$ cat config.mk
export PLATFORM = sky130hd
export DESIGN_NAME = rep_addr_seq
export DESIGN_NICKNAME = d
export VERILOG_FILES = /design/src/rtl/rep_addr_seq.sv
export SDC_FILE = /design/constraint.sdc
export NUM_CORES = 1
export LEC_CHECK = 0
export ABC_AREA = 1
export ABC_CLOCK_PERIOD_IN_PS = 9800
export BUFFER_PORTS_ARGS = -buffer_cell sky130_fd_sc_hd__buf_2
export CORE_UTILIZATION = 60
export CTS_CLUSTER_DIAMETER = 60
export DETAILED_ROUTE_END_ITERATION = 16
export PLACE_DENSITY_LB_ADDON = 0.1
export SLEW_MARGIN = 40
export SYNTH_ARGS = -nofsm -noshare
export SYNTH_HDL_FRONTEND = slang
export SYNTH_SLANG_ARGS = --single-unit
$ cat constraint.sdc
create_clock -name clk -period 9.8 [get_ports clk]
set_clock_uncertainty 0.15 [all_clocks]
set_input_delay 1.47 -clock clk [delete_from_list [all_inputs] [get_ports clk]]
set_output_delay 1.47 -clock clk [all_outputs]
set_load 0.01 [all_outputs]
$ cat src/rtl/rep_addr_seq.sv
// REP string-operation address sequencer: steps up to NUM_CH operand addresses
// by +/- element size once per accepted beat until the iteration count is spent.
module rep_addr_seq #(
  parameter int unsigned NUM_CH = 2,
  parameter int unsigned ADDR_W = 32,
  parameter int unsigned CNT_W  = 32
) (
  input  logic                     clk,
  input  logic                     clr,
  input  logic                     start_valid,
  output logic                     start_ready,
  input  logic                     is_rep,
  input  logic [NUM_CH*ADDR_W-1:0] base_addr,
  input  logic [NUM_CH-1:0]        ch_en,
  input  logic [CNT_W-1:0]         count,
  input  logic [1:0]               size,
  input  logic                     dir,
  input  logic                     abort,
  output logic [NUM_CH*ADDR_W-1:0] addr_out,
  output logic                     addr_valid,
  input  logic                     addr_ready,
  output logic                     last,
  output logic [CNT_W-1:0]         cnt_wb,
  output logic                     done,
  output logic                     stall
);

  localparam int unsigned AW_ALL = NUM_CH * ADDR_W;

  typedef enum logic {
    IDLE = 1'b0,
    RUN  = 1'b1
  } state_e;

  state_e              state_q, state_d;
  logic [AW_ALL-1:0]   addr_q, addr_d;
  logic [CNT_W-1:0]    rem_q, rem_d;
  logic [CNT_W-1:0]    cnt_wb_q, cnt_wb_d;
  logic                valid_q, valid_d;
  logic                done_q, done_d;
  logic                rep_q, rep_d;
  logic [1:0]          size_q, size_d;
  logic                dir_q, dir_d;
  logic [NUM_CH-1:0]   en_q, en_d;

  logic [ADDR_W-1:0]   step_c;
  logic                hs_c;

  // State register
  always_ff @(posedge clk or posedge clr) begin
    if (clr) begin
      state_q  <= IDLE;
      addr_q   <= '0;
      rem_q    <= '0;
      cnt_wb_q <= '0;
      valid_q  <= 1'b0;
      done_q   <= 1'b0;
      rep_q    <= 1'b0;
      size_q   <= 2'b00;
      dir_q    <= 1'b0;
      en_q     <= '0;
    end else begin
      state_q  <= state_d;
      addr_q   <= addr_d;
      rem_q    <= rem_d;
      cnt_wb_q <= cnt_wb_d;
      valid_q  <= valid_d;
      done_q   <= done_d;
      rep_q    <= rep_d;
      size_q   <= size_d;
      dir_q    <= dir_d;
      en_q     <= en_d;
    end
  end

  // Next-state: abort overrides everything, including a same-cycle start
  always_comb begin
    state_d  = state_q;
    addr_d   = addr_q;
    rem_d    = rem_q;
    cnt_wb_d = cnt_wb_q;
    valid_d  = valid_q;
    done_d   = 1'b0;
    rep_d    = rep_q;
    size_d   = size_q;
    dir_d    = dir_q;
    en_d     = en_q;
    step_c   = ADDR_W'(1) << size_q;
    hs_c     = valid_q & addr_ready;

    if (abort) begin
      state_d = IDLE;
      valid_d = 1'b0;
    end else begin
      case (state_q)
        IDLE: begin
          if (start_valid) begin
            if (is_rep && (count == '0)) begin
              cnt_wb_d = '0;
              done_d   = 1'b1;
            end else begin
              addr_d   = base_addr;
              rem_d    = is_rep ? count : CNT_W'(1);
              cnt_wb_d = count;
              rep_d    = is_rep;
              size_d   = size;
              dir_d    = dir;
              en_d     = ch_en;
              valid_d  = 1'b1;
              state_d  = RUN;
            end
          end
        end
        RUN: begin
          if (hs_c) begin
            for (int unsigned i = 0; i < NUM_CH; i++) begin
              if (en_q[i]) begin
                addr_d[i*ADDR_W +: ADDR_W] = dir_q ? (addr_q[i*ADDR_W +: ADDR_W] - step_c)
                                                   : (addr_q[i*ADDR_W +: ADDR_W] + step_c);
              end
            end
            rem_d = rem_q - CNT_W'(1);
            if (rep_q) begin
              cnt_wb_d = rem_q - CNT_W'(1);
            end
            if (rem_q == CNT_W'(1)) begin
              state_d = IDLE;
              valid_d = 1'b0;
              done_d  = 1'b1;
            end
          end
        end
        default: begin
          state_d = IDLE;
          valid_d = 1'b0;
        end
      endcase
    end
  end

  assign addr_out    = addr_q;
  assign addr_valid  = valid_q;
  assign cnt_wb      = cnt_wb_q;
  assign done        = done_q;
  assign stall       = (state_q == RUN);
  assign last        = (state_q == RUN) && (rem_q == CNT_W'(1));
  assign start_ready = (state_q == IDLE) && !clr;

endmodule

==> flow_summary.json, run 1 <==
{
  "outcome": "completed",
  "synth_area_leaders": "dfrtp_1, nand2_1, nor2_1, ha_1, a21oi_1",
  "h-tree-depth": 4,
  "max_freq_mhz": 231.3,
  "cpMostUsedCell": "nand3_1",
  "dp_hpwl_um": 25860,
  "vias": 12560,
  "synthArstFlopShare": 1.000,
  "nets": 2145,
  "synth-seq-cells": 137,
  "syn_to_final_growth_pct": 15.22,
  "ys_warn_count": 0,
  "rr_worst_depth": 15,
  "cp-start-kind": "primary input",
  "fin_crit_sh": 0.4411,
  "synthCells": 1791,
  "first_pass_iters": 5,
  "core-area_um2": 18640,
  "hold_path.class": "reg -> reg",
  "worst-setup-path-type": "in -> reg",
  "drive_above_1_share": 0.1380,
  "rows": 50,
  "track_usage": 0.3629,
  "worstPathArrival_ns": 4.49,
  "stdcell_count": 2226,
  "reg2reg_to": "addr_out[30]",
  "die_area_um2": 19560,
  "cts.path.max_buffers": 2,
  "top_usage_layer": "met2",
  "min_from": "cnt_wb[2]",
  "cp_cell_sequence": "buf_2 > nor4_1 > nand3_1 > nor2_2 > nand3_1 > nand2_2 > inv_2 > o21ai_4 > buf_4 > nor2_1 > o21ai_1 > nand2_1",
  "io_pins": 208,
  "fin_crit_ns": 4.323,
  "tightest_slew_ns": 0.7847,
  "synth-edff-count": 0,
  "hold_buffers": 0,
  "synth_top_area_cell": "dfrtp_1",
  "path_clk_slew_ns": 0.07,
  "start_util": 0.6115,
  "worstSkewPairLatency_ns": 0.43,
  "reg2reg_from": "size_q[0]",
  "synth_area_um2": 11400,
  "synth_area_per_cell_um2": 6.365,
  "setup_viol": 0,
  "grt_first_pass_wirelength_um": 56900,
  "wl_per_cell_um": 15.51,
  "power_leakage_nw": 6.816,
  "slew-limit-headroom": 0.4769,
  "synth_ff_type": "dfrtp_1",
  "cts.sinks": 137,
  "grt_overflow": 0,
  "cts_resized": 0,
  "grt_pass1_vias": 11710,
  "grtUsageMet3": 0.06297,
  "setup_tns_ns": 0,
  "drv_slew": 0,
  "dieHeight_um": 139.8,
  "antenna_found_initial": 5,
  "via_per_inst": 5.642,
  "place.gp.congestion": 0.9614,
  "grtUsageMet1": 0.4914,
  "ir_drop_mv": 0.1988,
  "crit_fanout": 64,
  "syn-num-nets": 1963,
  "drtAntennaViolNets": 0,
  "placed_cells": 2188,
  "synth_top_area_frac": 0.3007,
  "drv_cap": 0,
  "rsz0062_at_grt": "no",
  "numCtsBuffers": 17,
  "port_buffers": 207,
  "ys_seq_area_frac": 0.3007,
  "hold-path-cell-count": 2,
  "cp_slowest_cell": "nand2_2",
  "crit_path_end_kind": "flop",
  "power.density_nw_per_um2": 320.7,
  "grt_max_degree": 72,
  "chipWidth_um": 139.8,
  "grt_use_met2": 0.5855,
  "min_to": "cnt_wb[2]",
  "wl_um": 34530,
  "drc": 0,
  "cts_tree": "done",
  "cts-root-buf": "clkbuf_16",
  "ys_types": 46,
  "crit_required_ns": 9.97,
  "rrSetupSlack_ns": 6.14,
  "drtIter0Drc": 1165,
  "max_stage_delay_ns": 0.57,
  "final_util": 0.7046,
  "postCtsSetupRepairBufs": 0,
  "finalHoldViolCount": 0
}
power breakdown:
| part | internal, mW | switching (mW) |
|---|---|---|
| Clock | 0.362 | 0.292 |
| Combinational | 0.916 | 1.66 |
| Sequential | 0.772 | 0.206 |
layout make-up:
| type | instances | area, um2 |
|---|---|---|
| inverters | 191 | 721.9 |
| repair buffers | 216 | 1107 |
| well taps | 234 | 292.8 |
| multi-input cells | 1410 | 6985 |
| fillers | 1632 | 5508 |
| clock inverters | 14 | 151.4 |
| flip-flops and latches | 137 | 3432 |
| diodes | 6 | 15.01 |
| clock buffers | 18 | 429.2 |
cells in the mapped netlist, types with 3 or more instances:
cell,instances
a21boi_0,7
a21oi_1,142
a22oi_1,9
a31oi_1,28
and3_1,3
buf_1,4
buf_2,8
buf_4,4
buf_6,7
clkbuf_1,30
dfrtp_1,137
ha_1,65
inv_1,186
inv_2,5
nand2_1,513
nand3_1,108
nand4_1,15
nor2_1,292
nor3_1,26
nor3_2,3
nor3b_1,3
nor4_1,11
o211ai_1,13
o21a_1,4
o21ai_0,83
o21ai_1,7
o21bai_1,17
o22a_1,3
o22ai_1,3
or2_2,3
xnor2_1,12
xor2_1,18
metal layers:
| layer | vias to the layer above | wire length (um) |
|---|---|---|
| met4 | 0 | 800 |
| met5 | - | 0 |
| met3 | 51 | 2527 |
| met2 | 503 | 15840 |
| met1 | 5779 | 15360 |
| li1 | 6225 | - |
per-stage QoR:
step / area (um2) / setup slack [ns] / power [mW] / hold WS [ns]
after floorplan: 11400 / 4.512 / 2.789 / 0.3050
after global placement: 12530 / 5.273 / 3.469 / 0.3185
after detailed placement: 12530 / 5.148 / 3.508 / 0.3160
after CTS: 13110 / 5.586 / 4.179 / 0.3357
after global routing: 13130 / 5.263 / 4.598 / 0.3654
final: 13140 / 5.477 / 4.213 / 0.3339
worst max path at each step:
stage	start	endpoint	slack, ns	depth (start not counted)
3_3_place_gp	count[5]	addr_out[40]	5.27	12
2_1_floorplan	clr	addr_out[0]	4.51	1
6_report	count[5]	addr_out[44]	5.48	12
3_5_place_dp	count[5]	addr_out[44]	5.15	12
4_1_cts	count[5]	addr_out[44]	5.59	12
5_1_grt	count[5]	addr_out[44]	5.26	12
kinds of logic (layout without fill, tap and decap cells):
family                   count (synthesis)  in the layout  share of synthesized area
flip-flops                             137            137                     0.3007
XOR/XNOR                                30             30                    0.02305
AND/OR/NAND/NOR                        988            988                     0.3541
other                                    0              6                          0
adder cells (fa/ha/maj)                 65             65                    0.07134
buffers and inverters                  244            439                    0.08715
multiplexers                             3              3                   0.002854
AO/OA/AOI/OAI                          324            324                     0.1608
state kept, by name (all words and copies together) (netlist names):
signal,cells
addr_out,64
stall,1
en_q,2
cnt_wb,32
rep_q,1
dir_q,1
rem_q,32
size_q,2
addr_valid,1
done,1
critical path: cells and delay by family:
family | cells | cell delay, ns
AO/OA/AOI/OAI | 2 | 0.24
AND/OR/NAND/NOR | 7 | 1.67
buffers and inverters | 3 | 1.09
placed cells by master (no fill, tap or decap), types with 17 or more instances in the layout:
cell type and instances:
a21oi_1 142, a31oi_1 28, buf_2 207, clkbuf_16 17
dfrtp_1 136, ha_1 65, inv_1 185, nand2_1 512
nand3_1 108, nor2_1 292, nor3_1 26, o21ai_0 83
o21bai_1 17, xor2_1 18
(Power assumes the default switching activity.)
==> inputs of run 2 (changes only) <==
--- a/config.mk
+++ b/config.mk
@@ -5,10 +5,10 @@
 export SDC_FILE = /design/constraint.sdc
 export NUM_CORES = 1
 export LEC_CHECK = 0
-export ABC_AREA = 1
-export ABC_CLOCK_PERIOD_IN_PS = 9800
+export ABC_AREA = 0
+export ABC_CLOCK_PERIOD_IN_PS = 4400
 export BUFFER_PORTS_ARGS = -buffer_cell sky130_fd_sc_hd__buf_2
-export CORE_UTILIZATION = 60
+export CORE_UTILIZATION = 56
 export CTS_CLUSTER_DIAMETER = 60
 export DETAILED_ROUTE_END_ITERATION = 16
 export PLACE_DENSITY_LB_ADDON = 0.1
==> constraint.sdc (replaced) <==
create_clock -name clk -period 4.4 [get_ports clk]
set_clock_uncertainty 0.15 [all_clocks]
set_input_delay 0.66 -clock clk [delete_from_list [all_inputs] [get_ports clk]]
set_output_delay 0.66 -clock clk [all_outputs]
set_load 0.01 [all_outputs]
==> run 2 against run 1 <==
Effect of this change:
- clock power grew 120%
- combinational power rose to 2.6 times the previous value
- sequential cell count unchanged
- utilization decreased by 1.2 points
- synthesized cell count fell by 31%
- largest power group unchanged
==> flow_summary.json, run 2 <==
{
  "outcome": "completed",
  "grt_max_degree": 50,
  "drtAntennaViolNets": 0,
  "place.gp.congestion": 0.9227,
  "synth-edff-count": 0,
  "max_freq_mhz": 242.3,
  "placed_cells": 1631,
  "cts_tree": "done",
  "synth_common_cells": "nand2_1, a21oi_1, dfrtp_1, o21ai_0, nor2_1",
  "path_clk_slew_ns": 0.07,
  "final_util": 0.6921,
  "wl_um": 28020,
  "ir_drop_mv": 0.4096,
  "worstSkewPairLatency_ns": 0.43,
  "final_area_um2": 12100,
  "crit_required_ns": 4.56,
  "rr_worst_depth": 16,
  "core-area_um2": 17480,
  "regArea_um2": 3432,
  "reg2reg_to": "addr_out[31]",
  "numCtsBuffers": 17,
  "grt_overflow": 0,
  "synth-seq-cells": 137,
  "die_area_um2": 18580,
  "largest_reg_flops": 64,
  "worstPathArrival_ns": 4.29,
  "stdcell_count": 1670,
  "port_buffers": 207,
  "ys_types": 70,
  "drive_above_1_share": 0.2115,
  "drc": 0,
  "chipWidth_um": 136.3,
  "synthArstFlopShare": 1.000,
  "vias": 9783,
  "drv_cap": 0,
  "syn_to_final_growth_pct": 19.75,
  "wl_per_cell_um": 16.78,
  "placed_cell_area_um2": 11450,
  "io_pins": 208,
  "grt_first_pass_wirelength_um": 45210,
  "reg2reg_from": "size_q[0]",
  "track_usage": 0.3075,
  "cts.sinks": 137,
  "rows": 48,
  "rrSetupSlack_ns": 0.27,
  "ys_warn_count": 0,
  "syn-num-nets": 1413,
  "synth_most_common_cell": "nand2_1",
  "rsz0062_at_grt": "no",
  "multiInputGateArea_um2": 6385,
  "synth_top_area_cell": "dfrtp_1",
  "power_leakage_nw": 5.713,
  "synth_area_um2": 10100,
  "via_per_inst": 5.858,
  "synth_area_leaders": "dfrtp_1, ha_1, a21oi_1, nand2_1, o21ai_0",
  "h-tree-depth": 4,
  "setup_tns_ns": 0,
  "grt_pass1_vias": 9083,
  "mostFrequentLayoutCells": "buf_2, nand2_1, dfrtp_1",
  "tightest_slew_ns": 0.8805,
  "first_pass_iters": 5,
  "ys_seq_area_frac": 0.3394,
  "drv_slew": 0,
  "synth_top_area_frac": 0.3394,
  "synthCells": 1241,
  "hold_buffers": 0,
  "hold_path.class": "in -> async",
  "cts-root-buf": "clkbuf_16",
  "finalHoldViolCount": 0,
  "layout_commonest_cell": "buf_2",
  "start_util": 0.5780,
  "num-fill-cells": 1507,
  "worst-setup-path-type": "reg -> reg",
  "synth_ff_type": "dfrtp_1",
  "fin_crit_ns": 4.127,
  "nets": 1601,
  "antenna_found_initial": 4,
  "synth_area_per_cell_um2": 8.139,
  "slew-limit-headroom": 0.4109,
  "crit_path_end_kind": "flop",
  "dp_hpwl_um": 20800,
  "setup_viol": 0,
  "fin_crit_sh": 0.9379,
  "drtIter0Drc": 564,
  "crit_fanout": 17,
  "dieHeight_um": 136.3,
  "power.density_nw_per_um2": 852.0,
  "cp-start-kind": "flop",
  "cts.path.max_buffers": 2
}
==> run 2: timing repair <==
| action | in CTS | in global routing |
|---|---|---|
| endpoints found under the setup margin | 0 | 6 |
| endpoints found under the hold margin | 0 | 0 |
| buffers inserted | 0 | 3 |
| resized for setup | 0 | 4 |
==> run 2: worst max-delay path by stage <==
stage | from | end | slack (ns)
after floorplan | size_q[1] | addr_out[62] | 0.06
after global routing | size_q[0] | addr_out[62] | 0.0002
after global placement | size_q[0] | addr_out[62] | 0.20
after detailed placement | size_q[0] | addr_out[62] | 0.12
after CTS | size_q[0] | addr_out[62] | 0.05
final | size_q[0] | addr_out[31] | 0.27
==> run 2: area by class of cell <==
cell class | instances | share of cell area
sequential | 137 | 0.2837
antenna | 3 | 0.0006207
clock buffer | 19 | 0.03662
timing repair buffer | 236 | 0.1094
clock inverter | 13 | 0.01097
multi-input combinational | 1014 | 0.5279
inverter | 23 | 0.007448
tap | 225 | 0.02327
==> run 2: per-stage QoR <==
step / hold slack [ns] / power (mW) / setup WS, ns
floorplan: 0.3294 / 7.134 / 0.06267
global placement: 0.3097 / 8.654 / 0.2042
detailed placement: 0.3157 / 8.757 / 0.1212
CTS: 0.2303 / 10.22 / 0.05069
global route: 0.1169 / 11.22 / 0.0002363
finish: 0.09004 / 10.31 / 0.2731
==> run 2: cells by family (layout without fill, tap and decap cells) <==
kind of cell / Yosys count / after routing / synth area share
other cells: 0 / 3 / 0
fa+ha+maj: 66 / 66 / 0.08151
flops: 137 / 137 / 0.3394
simple gates: 412 / 412 / 0.1870
buf+inv: 90 / 291 / 0.03431
xor+xnor: 84 / 84 / 0.07283
mux: 43 / 43 / 0.04348
compound gates: 409 / 409 / 0.2414
==> run 2: critical path, cell delays in order (launching register included) <==
cell,delay (ns)
dfrtp_1,0.43
or2_2,0.34
ha_1,0.21
inv_1,0.09
o21ai_4,0.09
buf_4,0.16
buf_4,0.21
ha_1,0.37
a222oi_1,0.32
nand2_1,0.10
o21a_1,0.24
o211ai_1,0.25
a31oi_1,0.18
o21a_1,0.24
o311ai_1,0.34
mux2i_1,0.22
nor2_1,0.06
==> run 2: power by group <==
part	switching [mW]	internal, mW
Combinational	3.71	2.90
Clock	0.612	0.809
Sequential	0.510	1.77
Total	4.83	5.47
==> run 2: per-layer routing <==
metal / vias to the layer above / GRT usage / routed length [um]
met5: - / 0 / 8
met2: 314 / 0.4884 / 13120
li1: 4848 / - / -
met4: 2 / 0.1136 / 612
met3: 40 / 0.05891 / 1692
met1: 4579 / 0.4138 / 12590
